`src/rtl/operand_forward_ctrl_if.sv`:
```
// Decode-side handshake and EX operand-select bundle for operand_forward_ctrl.
// master = decode/test driver, slave = the forwarding controller.
interface operand_forward_ctrl_if #(
  parameter int unsigned REG_ADDR_W = 5,
  parameter int unsigned CNT_W      = 16
);
  logic                  id_valid;
  logic [REG_ADDR_W-1:0] id_rs1;
  logic [REG_ADDR_W-1:0] id_rs2;
  logic                  id_rs1_en;
  logic                  id_rs2_en;
  logic [REG_ADDR_W-1:0] id_rd;
  logic                  id_reg_write;
  logic                  id_mem_read;
  logic                  id_imm_b;
  logic                  hold;
  logic                  id_ready;
  logic                  stall;
  logic                  ex_valid;
  logic [1:0]            ex_fwd_a_sel;
  logic [1:0]            ex_fwd_b_sel;
  logic [CNT_W-1:0]      stall_count;

  modport master (
    output id_valid, id_rs1, id_rs2, id_rs1_en, id_rs2_en, id_rd,
           id_reg_write, id_mem_read, id_imm_b, hold,
    input  id_ready, stall, ex_valid, ex_fwd_a_sel, ex_fwd_b_sel, stall_count
  );

  modport slave (
    input  id_valid, id_rs1, id_rs2, id_rs1_en, id_rs2_en, id_rd,
           id_reg_write, id_mem_read, id_imm_b, hold,
    output id_ready, stall, ex_valid, ex_fwd_a_sel, ex_fwd_b_sel, stall_count
  );
endinterface

```
`src/rtl/operand_forward_ctrl.sv`:
```
// EX-stage operand forwarding and load-use hazard controller.
// Tracks in-flight destinations, selects operand mux sources, inserts bubbles, counts stalls.
module operand_forward_ctrl #(
  parameter int unsigned REG_ADDR_W = 5,
  parameter int unsigned CNT_W      = 16
) (
  input logic                  clk,
  input logic                  rst_n,
  operand_forward_ctrl_if.slave bus
);

  localparam logic [1:0] SelRf  = 2'b00;
  localparam logic [1:0] SelMem = 2'b01;  // EX/MEM result
  localparam logic [1:0] SelWb  = 2'b10;  // MEM/WB result
  localparam logic [1:0] SelImm = 2'b11;

  // EX and MEM shadow slots. The WB slot is never forwarded from (write-before-read
  // register file) and nothing reads it, so it is not materialised.
  logic                  r_ex_valid;
  logic [REG_ADDR_W-1:0] r_ex_rd;
  logic                  r_ex_rw;
  logic                  r_ex_mr;
  logic                  r_mem_valid;
  logic [REG_ADDR_W-1:0] r_mem_rd;
  logic                  r_mem_rw;
  logic [1:0]            r_sel_a;
  logic [1:0]            r_sel_b;
  logic [CNT_W-1:0]      r_cnt;

  logic       w_ex_hit_rs1;
  logic       w_ex_hit_rs2;
  logic       w_mem_hit_rs1;
  logic       w_mem_hit_rs2;
  logic       w_stall;
  logic [1:0] w_sel_a;
  logic [1:0] w_sel_b;

  always_comb begin
    w_ex_hit_rs1  = r_ex_valid & r_ex_rw & (r_ex_rd == bus.id_rs1) &
                    (bus.id_rs1 != '0) & bus.id_rs1_en;
    w_ex_hit_rs2  = r_ex_valid & r_ex_rw & (r_ex_rd == bus.id_rs2) &
                    (bus.id_rs2 != '0) & bus.id_rs2_en;
    w_mem_hit_rs1 = r_mem_valid & r_mem_rw & (r_mem_rd == bus.id_rs1) &
                    (bus.id_rs1 != '0) & bus.id_rs1_en;
    w_mem_hit_rs2 = r_mem_valid & r_mem_rw & (r_mem_rd == bus.id_rs2) &
                    (bus.id_rs2 != '0) & bus.id_rs2_en;

    // An immediate operand B never waits on rs2.
    w_stall = rst_n & bus.id_valid & ~bus.hold & r_ex_mr &
              (w_ex_hit_rs1 | (w_ex_hit_rs2 & ~bus.id_imm_b));

    w_sel_a = SelRf;
    w_sel_b = SelRf;
    if (bus.id_valid) begin
      if (w_ex_hit_rs1)       w_sel_a = SelMem;
      else if (w_mem_hit_rs1) w_sel_a = SelWb;

      if (bus.id_imm_b)       w_sel_b = SelImm;
      else if (w_ex_hit_rs2)  w_sel_b = SelMem;
      else if (w_mem_hit_rs2) w_sel_b = SelWb;
    end
  end

  always_ff @(posedge clk or negedge rst_n) begin
    if (!rst_n) begin
      r_ex_valid  <= 1'b0;
      r_ex_rd     <= '0;
      r_ex_rw     <= 1'b0;
      r_ex_mr     <= 1'b0;
      r_mem_valid <= 1'b0;
      r_mem_rd    <= '0;
      r_mem_rw    <= 1'b0;
      r_sel_a     <= SelRf;
      r_sel_b     <= SelRf;
      r_cnt       <= '0;
    end else if (!bus.hold) begin
      r_mem_valid <= r_ex_valid;
      r_mem_rd    <= r_ex_rd;
      r_mem_rw    <= r_ex_rw;
      if (w_stall) begin
        r_ex_valid <= 1'b0;
        r_ex_rw    <= 1'b0;
        r_ex_mr    <= 1'b0;
        r_sel_a    <= SelRf;
        r_sel_b    <= SelRf;
        if (r_cnt != '1) r_cnt <= r_cnt + CNT_W'(1);
      end else begin
        r_ex_valid <= bus.id_valid;
        r_ex_rd    <= bus.id_rd;
        r_ex_rw    <= bus.id_reg_write;
        r_ex_mr    <= bus.id_mem_read;
        r_sel_a    <= w_sel_a;
        r_sel_b    <= w_sel_b;
      end
    end
  end

  assign bus.stall        = w_stall;
  assign bus.id_ready     = rst_n & ~bus.hold & ~w_stall;
  assign bus.ex_valid     = r_ex_valid;
  assign bus.ex_fwd_a_sel = r_sel_a;
  assign bus.ex_fwd_b_sel = r_sel_b;
  assign bus.stall_count  = r_cnt;

endmodule

```
`src/flat_wrapper.sv`:
```
// flat-port wrapper written by rule: the top's interface ports become plain ports
module operand_forward_ctrl_flat 
#(
  parameter int unsigned REG_ADDR_W = 5,
  parameter int unsigned CNT_W      = 16
)
  (clk, rst_n, bus_id_valid, bus_id_rs1, bus_id_rs2, bus_id_rs1_en, bus_id_rs2_en, bus_id_rd, bus_id_reg_write, bus_id_mem_read, bus_id_imm_b, bus_hold, bus_id_ready, bus_stall, bus_ex_valid, bus_ex_fwd_a_sel, bus_ex_fwd_b_sel, bus_stall_count);
  operand_forward_ctrl_if #(.REG_ADDR_W(REG_ADDR_W), .CNT_W(CNT_W)) bus_i ();
  input logic clk;
  input logic rst_n;
  input wire logic [$bits(bus_i.id_valid)-1:0] bus_id_valid;
  input wire logic [$bits(bus_i.id_rs1)-1:0] bus_id_rs1;
  input wire logic [$bits(bus_i.id_rs2)-1:0] bus_id_rs2;
  input wire logic [$bits(bus_i.id_rs1_en)-1:0] bus_id_rs1_en;
  input wire logic [$bits(bus_i.id_rs2_en)-1:0] bus_id_rs2_en;
  input wire logic [$bits(bus_i.id_rd)-1:0] bus_id_rd;
  input wire logic [$bits(bus_i.id_reg_write)-1:0] bus_id_reg_write;
  input wire logic [$bits(bus_i.id_mem_read)-1:0] bus_id_mem_read;
  input wire logic [$bits(bus_i.id_imm_b)-1:0] bus_id_imm_b;
  input wire logic [$bits(bus_i.hold)-1:0] bus_hold;
  output wire logic [$bits(bus_i.id_ready)-1:0] bus_id_ready;
  output wire logic [$bits(bus_i.stall)-1:0] bus_stall;
  output wire logic [$bits(bus_i.ex_valid)-1:0] bus_ex_valid;
  output wire logic [$bits(bus_i.ex_fwd_a_sel)-1:0] bus_ex_fwd_a_sel;
  output wire logic [$bits(bus_i.ex_fwd_b_sel)-1:0] bus_ex_fwd_b_sel;
  output wire logic [$bits(bus_i.stall_count)-1:0] bus_stall_count;
  assign bus_i.id_valid = bus_id_valid;
  assign bus_i.id_rs1 = bus_id_rs1;
  assign bus_i.id_rs2 = bus_id_rs2;
  assign bus_i.id_rs1_en = bus_id_rs1_en;
  assign bus_i.id_rs2_en = bus_id_rs2_en;
  assign bus_i.id_rd = bus_id_rd;
  assign bus_i.id_reg_write = bus_id_reg_write;
  assign bus_i.id_mem_read = bus_id_mem_read;
  assign bus_i.id_imm_b = bus_id_imm_b;
  assign bus_i.hold = bus_hold;
  assign bus_id_ready = bus_i.id_ready;
  assign bus_stall = bus_i.stall;
  assign bus_ex_valid = bus_i.ex_valid;
  assign bus_ex_fwd_a_sel = bus_i.ex_fwd_a_sel;
  assign bus_ex_fwd_b_sel = bus_i.ex_fwd_b_sel;
  assign bus_stall_count = bus_i.stall_count;
  operand_forward_ctrl #(.REG_ADDR_W(REG_ADDR_W), .CNT_W(CNT_W)) u_core (.clk(clk), .rst_n(rst_n), .bus(bus_i));
endmodule
```
`config.mk`:
```
export PLATFORM = sky130hd
export DESIGN_NAME = operand_forward_ctrl_flat
export DESIGN_NICKNAME = d
export VERILOG_FILES = /design/src/rtl/operand_forward_ctrl_if.sv /design/src/rtl/operand_forward_ctrl.sv /design/src/flat_wrapper.sv
export SDC_FILE = /design/constraint.sdc
export NUM_CORES = 1
export LEC_CHECK = 0
export CAP_MARGIN = 20
export CELL_PAD_IN_SITES_DETAIL_PLACEMENT = 0
export CELL_PAD_IN_SITES_GLOBAL_PLACEMENT = 1
export CORE_ASPECT_RATIO = 0.7
export CORE_MARGIN = 8
export CORE_UTILIZATION = 38
export CTS_CLUSTER_DIAMETER = 200
export DETAILED_ROUTE_END_ITERATION = 7
export HOLD_SLACK_MARGIN = 0.08
export PLACE_DENSITY = 0.81
export SLEW_MARGIN = 20
export SYNTH_ARGS = -nofsm -noshare
export SYNTH_HDL_FRONTEND = slang
export SYNTH_SLANG_ARGS = --single-unit
```
`constraint.sdc`:
```
create_clock -name clk -period 2.6 [get_ports clk]
set_input_delay 0.52 -clock clk [delete_from_list [all_inputs] [get_ports clk]]
set_output_delay 0.52 -clock clk [all_outputs]
set_load 0.03 [all_outputs]
```
# Word-level counts from Yosys, hierarchy flattened
# Cells that the tools add are included.
[word_totals] regBits=35 wordCells=57 input_bits=24 output_inout_bits=23
[classes] add_sub_neg=1 muxes=12 n_eq_ne=5 n_bitwise=25 reduce_logical=4
[ops] cell="$and A1 B1 Y1" n=21
[ops] cell="$eq A5 B5 Y1" n=4
[ops] cell="$mux W2" n=9
[ops] cell="$add A16 B1 Y16 const B" n=1
[ops] cell="$ne A16 B16 Y1 const B" n=1
[ops] cell="$reduce_bool A5 Y1" n=2
[ops] cell="$mux W1" n=3
[ops] cell="$not A1 Y1" n=3
[ops] cell="$reduce_and A3 Y1" n=1
[ops] cell="$reduce_and A2 Y1" n=1
[ops] cell="$or A1 B1 Y1" n=1

# Logic depth before layout (Yosys ltp)
[depth] depth_word=9 mapped_depth=8 ltp_nobuf=7

# Worst setup path after synthesis
# Ideal clock, no wire load.
[synth_path] kind="input to output" from="input bus_id_rs2[0]" to="output bus_id_ready" stages=7 n_path_buf=0 t_arrival_ps=1984 required_time_ps=2080 slack_ps=96 cell_sequence="or4_1 > o21ai_1 > or4_4 > a21o_4 > inv_6 > nor2_8 > and2_1"
[synth_between] elab_chain_cells=9
[synth_rtl] element="from (decl)" line="flat_wrapper.sv:13" text="input wire logic [$bits(bus_i.id_rs2)-1:0] bus_id_rs2;"
[synth_rtl] element="$eq A5 B5 Y1" line="operand_forward_ctrl.sv:41" text="w_ex_hit_rs2 = r_ex_valid & r_ex_rw & (r_ex_rd == bus.id_rs2) &"
[synth_rtl] element="$and A1 B1 Y1" line="operand_forward_ctrl.sv:41"
[synth_rtl] element="$and A1 B1 Y1 *" line="operand_forward_ctrl.sv:41"
[synth_rtl] element="$and A1 B1 Y1 *" line="operand_forward_ctrl.sv:42" text="(bus.id_rs2 != '0) & bus.id_rs2_en;"
[synth_rtl] element="$and A1 B1 Y1 *" line="operand_forward_ctrl.sv:50" text="(w_ex_hit_rs1 | (w_ex_hit_rs2 & ~bus.id_imm_b));"
[synth_rtl] element="$or A1 B1 Y1 *" line="operand_forward_ctrl.sv:50"
[synth_rtl] element="$and A1 B1 Y1 *" line="operand_forward_ctrl.sv:49" text="w_stall = rst_n & bus.id_valid & ~bus.hold & r_ex_mr &"
[synth_rtl] element="named net bus_stall" line="flat_wrapper.sv:22" text="output wire logic [$bits(bus_i.stall)-1:0] bus_stall;"
[synth_rtl] element="$not A1 Y1 *" line="operand_forward_ctrl.sv:99" text="assign bus.id_ready = rst_n & ~bus.hold & ~w_stall;"
[synth_rtl] element="$and A1 B1 Y1 *" line="operand_forward_ctrl.sv:99"
[synth_rtl] element="to (decl)" line="flat_wrapper.sv:21" text="output wire logic [$bits(bus_i.id_ready)-1:0] bus_id_ready;"
# The timed path passes the listed nets; every way through them passes the cells marked *.

# Worst setup path in the final report
[layout_path] from="input bus_id_imm_b" to="output bus_id_ready"
[layout_between] elab_chain_cells=6
[layout_rtl] element="from (decl)" line="flat_wrapper.sv:19" text="input wire logic [$bits(bus_i.id_imm_b)-1:0] bus_id_imm_b;"
[layout_rtl] element="$not A1 Y1" line="operand_forward_ctrl.sv:50"
[layout_rtl] element="$and A1 B1 Y1" line="operand_forward_ctrl.sv:50"
[layout_rtl] element="$or A1 B1 Y1" line="operand_forward_ctrl.sv:50"
[layout_rtl] element="$and A1 B1 Y1" line="operand_forward_ctrl.sv:49"
[layout_rtl] element="$not A1 Y1" line="operand_forward_ctrl.sv:99"
[layout_rtl] element="$and A1 B1 Y1" line="operand_forward_ctrl.sv:99"
# No other way between the ends.

==> results summary <==
The run finished, with violations left. The final reports fail on setup timing. For the pin with the worst max-slew slack, the measured transition is 0.5220 ns.

For the final database, setup skew stands at roughly 0.012 ns. The number of top-level design ports came out at 47. The post-detailed-route via-to-cell ratio is 4.807. The path length in cells of the critical path is 7. The largest net degree at the start of global routing is 36. The highest fanout seen on the critical path is 2. The critical path contains buffers and inverters numbering 3 combined. The peak per-stage delay on the critical path is 0.56 ns. The number of pins exceeding their max-slew limit in the final report came to 0. The count of distinct cell types in the synthesized netlist is 35. The share of synthesized area occupied by flip-flops and latches is 46.33%.

The initial antenna violation count is 0. The least setup slack across all paths after layout came out at -0.09339 ns. The total number of vias is approximately 1.6k. In this run the worst hold path is classified as register to register.

The setup slack at placement came out at -0.8723 ns. The worst-case IR drop observed on VDD is 271.5 uV. The area of the core is about 0.0048 sq mm. The number of failing setup endpoints in the final timing report came out at 2. The global-route wire length before repair came out at 8.204 mm. Summed over all layers, the global routing overflow is 0.

In this run the remaining antenna-violating nets after routing total 0. The number of standard-cell rows in the floorplan came out at 21. The starting density of the core came out at 39.53%. For this run, the number of standard cells in the final layout without fillers is between 300 and 400.

The number of nets in the layout came out at roughly 290. The shortest clock period the worst path allows after layout is between 2 and 3 ns. The count of state elements after synthesis is 35. The count of mapped cells out of synthesis is 170. STA classifies the critical path startpoint as an input port.

The mapped netlist covers roughly 0.0019 sq mm. The number of violations reported at the end of detailed-routing iteration 0 is 49. The critical path start-end classification is input port to primary output. The worst setup path is captured at a primary output. The number of global-route vias before repair came to 1671. The root buffer cell chosen for the clock tree is sky130_fd_sc_hd__clkbuf_8. TritonCTS built the clock tree. In this run the horizontal extent of the chip is roughly 100 um.

The final period utilization came out at 103.6%. The final-layout setup total negative slack is -0.1089 ns. Once detailed placement completed, the half-perimeter wirelength came to 3.813 mm.

Setup repair after global routing could not meet its margin everywhere. The total number of clock tree sinks came out at 35. For the worst setup path, the data arrival time is about 2.2 ns. Measured against its own limit, the worst slew margin works out to around two thirds. The clock latency on the worst-skew pair is 0.28 ns. The total of fill cells in the finished design came out at 411. The clock buffer count from CTS came out at 5.

The detailed-route wire length is 5.022 mm. The average detailed-routed wire length per instance came out at approximately 15 um. The pre-antenna-repair detailed-routing pass consisted of 4 iterations. The power per cell area came out at roughly 480 mW/mm^2. The maximum buffer depth of the clock tree came out at 2.

The post-CTS clock slew at the launch and capture registers of the worst setup and hold paths came out at 0.07 ns. The final standard cell utilization of the core is 60.78%. The fraction of final layout cells sized beyond drive strength 1 came out at between 30% and 40%.

Walking the worst path, the cells encountered are clkdlybuf4s50_1, or4_4, a21o_4, inv_6, nor2_8, and2_4, buf_6. Counting instances, the worst hold path has a depth of 1. The total number of H-tree levels came out at 2. For this run, design rule violations remaining after detail routing come to 0. The number of hold-slack violations in the final timing report came out at 0. The congestion estimate from routability-driven global placement came to 0.8722.

The largest individual stage delay along the critical path comes from the cell sky130_fd_sc_hd__or4_4. The post-synthesis area per instance came out at 11.12 sq um. In this run, placement finished with an instance count of 318. The relative area change from synthesis to final layout is 53.74%. The number of cells on the worst reg-to-reg path is 8. For this run, the number of Yosys warnings is 0. Synthesis produced a netlist with a net count of roughly 200. The overall fraction of global-route tracks in use is 14.01%.

The maximum achievable frequency is 371.3 MHz. The floorplan step defined a die boundary enclosing around 0.0075 sq mm. For this design the static power due to leakage is 1.304 nW. During placement, the flow inserted port buffers numbering 46. The height of the die came out at between 70 and 80 um. The number of maximum-capacitance constraint violations came out at 0.

Data on the critical path is required at its endpoint by approximately 2.1 ns. Grouping stages by cell kind, the critical path spends the most delay in simple AND/OR/NAND/NOR gates. The number of antenna diodes in the final layout is 0.
[worst register-to-register path: cells and delay by family, from the launching register on]
kind / cells / cell delay (ns)
AO/OA/AOI/OAI: 1 / 0.25
XOR/XNOR: 2 / 0.34
buffers and inverters: 2 / 0.25
flip-flops: 1 / 0.45
AND/OR/NAND/NOR: 3 / 1.00
[cells by family (layout without fill, tap and decap cells)]
logic type                 after synthesis  count (layout)  share of synthesized area [%]
muxes                                   13              13                          8.736
xor gates and xnor gates                35              35                          16.21
and+or+nand+nor                         69              69                          21.44
adders and majority gates                1               1                         0.6617
buffers and inverters                    7              99                          2.581
AOI/OAI and AO/OA                       10              10                          4.036
DFF                                     35              35                          46.33
[metal layers]
metal  vias to the layer above  wire length, um  global-route usage (%)
li1                        787                -                       -
met1                       765             2572                   19.76
met2                        35             2139                   20.10
met3                         4              253                   3.878
met4                         0               55                   4.500
met5                         -                0                       0
[registers in the layout (all words and copies together), names as in the netlist]
name / cells
u_core.r_mem_rd: 5
u_core.bus.stall_count: 16
u_core.bus.ex_fwd_b_sel: 2
u_core.r_ex_rd: 5
u_core.r_mem_rw: 1
u_core.r_ex_rw: 1
u_core.bus.ex_valid: 1
u_core.r_ex_mr: 1
u_core.r_mem_valid: 1
u_core.bus.ex_fwd_a_sel: 2
[cells in the mapped netlist (all sizes together)]
cell type,number,area share (%)
dfrtp,35,46
xnor2,21,9.7
nand2,17,3.4
xor2,14,6.5
mux2,13,8.7
nand4,12,4.0
nor2,8,2.4
nor3,7,1.9
nor4,7,3.0
o21ai,7,2.1
nand3,5,1.3
or4,5,2.4
clkbuf,3,1.1
buf,2,0.79
inv,2,0.66
nor4b,2,0.93
or2,2,0.66
a21o,1,0.79
a22oi,1,0.66
a32o,1,0.53
and2,1,0.33
ha,1,0.66
nand2b,1,0.33
nor2b,1,0.46
nor3b,1,0.40
[timing repair]
action                                  in CTS  in global routing
gates resized for setup                     42                  8
pin swaps                                   13                  7
hold buffers                                 0                  0
setup buffers                                4                  1
endpoints found under the setup margin       2                  3
[final timing paths]
| kind | slack, ns | endpoint | start |
|---|---|---|---|
| max | -0.09 | bus_id_ready | bus_id_imm_b |
| min | 0.49 | u_core.bus.stall_count[9] | u_core.bus.stall_count[9] |
| max reg2reg | 0.23 | u_core.bus.stall_count[9] | u_core.r_ex_rd[4] |
| min reg2reg | 0.49 | u_core.bus.stall_count[9] | u_core.bus.stall_count[9] |
| max in group asynchronous | 1.40 | u_core.r_ex_rd[4] | rst_n |
| min in group asynchronous | 0.87 | u_core.r_ex_rd[1] | rst_n |
[cell type report]
| type | instances | area, sq um | area share (%) |
|---|---|---|---|
| inverter | 2 | 12.51 | 0.4305 |
| tap | 69 | 86.33 | 2.970 |
| timing repair buffer | 89 | 778.2 | 26.78 |
| clock inverter | 2 | 35.03 | 1.205 |
| sequential | 35 | 879.6 | 30.26 |
| clock buffer | 6 | 82.58 | 2.841 |
| multi-input combinational | 128 | 1032 | 35.51 |
[placed cells by master (no fill, tap or decap), types with 2 or more instances in the layout]
cell type | netlist | layout
sky130_fd_sc_hd__buf_6 | 1 | 2
sky130_fd_sc_hd__o21ai_2 | 1 | 2
sky130_fd_sc_hd__nand4_1 | 12 | 12
sky130_fd_sc_hd__nor4_2 | 2 | 2
sky130_fd_sc_hd__clkbuf_8 | 1 | 6
sky130_fd_sc_hd__xnor2_2 | 0 | 7
sky130_fd_sc_hd__nand2_1 | 17 | 17
sky130_fd_sc_hd__xor2_1 | 14 | 14
sky130_fd_sc_hd__dlygate4sd2_1 | 0 | 2
sky130_fd_sc_hd__or2_2 | 2 | 2
sky130_fd_sc_hd__nor2_1 | 7 | 7
sky130_fd_sc_hd__mux2_2 | 7 | 7
sky130_fd_sc_hd__clkdlybuf4s50_1 | 0 | 32
sky130_fd_sc_hd__buf_4 | 0 | 43
sky130_fd_sc_hd__nor4b_1 | 2 | 2
sky130_fd_sc_hd__nor4_1 | 5 | 5
sky130_fd_sc_hd__clkdlybuf4s15_1 | 0 | 4
sky130_fd_sc_hd__nor3_1 | 7 | 7
sky130_fd_sc_hd__mux2_4 | 5 | 5
sky130_fd_sc_hd__or4_4 | 2 | 4
sky130_fd_sc_hd__nand3_1 | 5 | 5
sky130_fd_sc_hd__xnor2_1 | 21 | 14
sky130_fd_sc_hd__dfrtp_1 | 35 | 32
sky130_fd_sc_hd__clkbuf_2 | 0 | 2
sky130_fd_sc_hd__o21ai_0 | 5 | 5
sky130_fd_sc_hd__clkdlybuf4s15_2 | 0 | 4
sky130_fd_sc_hd__dfrtp_2 | 0 | 3
[power breakdown]
part | internal [W] | switching (W) | total (W) | leakage (nW)
clock | 0.000310 | 0.000193 | 0.000503 | 0.0612
sequential | 0.000576 | 0.0000365 | 0.000612 | 0.447
combinational | 0.000163 | 0.000108 | 0.000271 | 0.795
total | 0.00105 | 0.000338 | 0.00139 | 1.30
[per-stage QoR]
step | hold slack (ns) | total power [W] | instance area [sq um]
2_1_floorplan | 0.2244 | 0.0007256 | 1891
3_3_place_gp | 0.4742 | 0.0008576 | 2684
3_5_place_dp | 0.4825 | 0.0008615 | 2684
4_1_cts | 0.4959 | 0.001383 | 2887
5_1_grt | 0.5126 | 0.001445 | 2907
6_report | 0.4884 | 0.001387 | 2907
(Power assumes the default switching activity.)
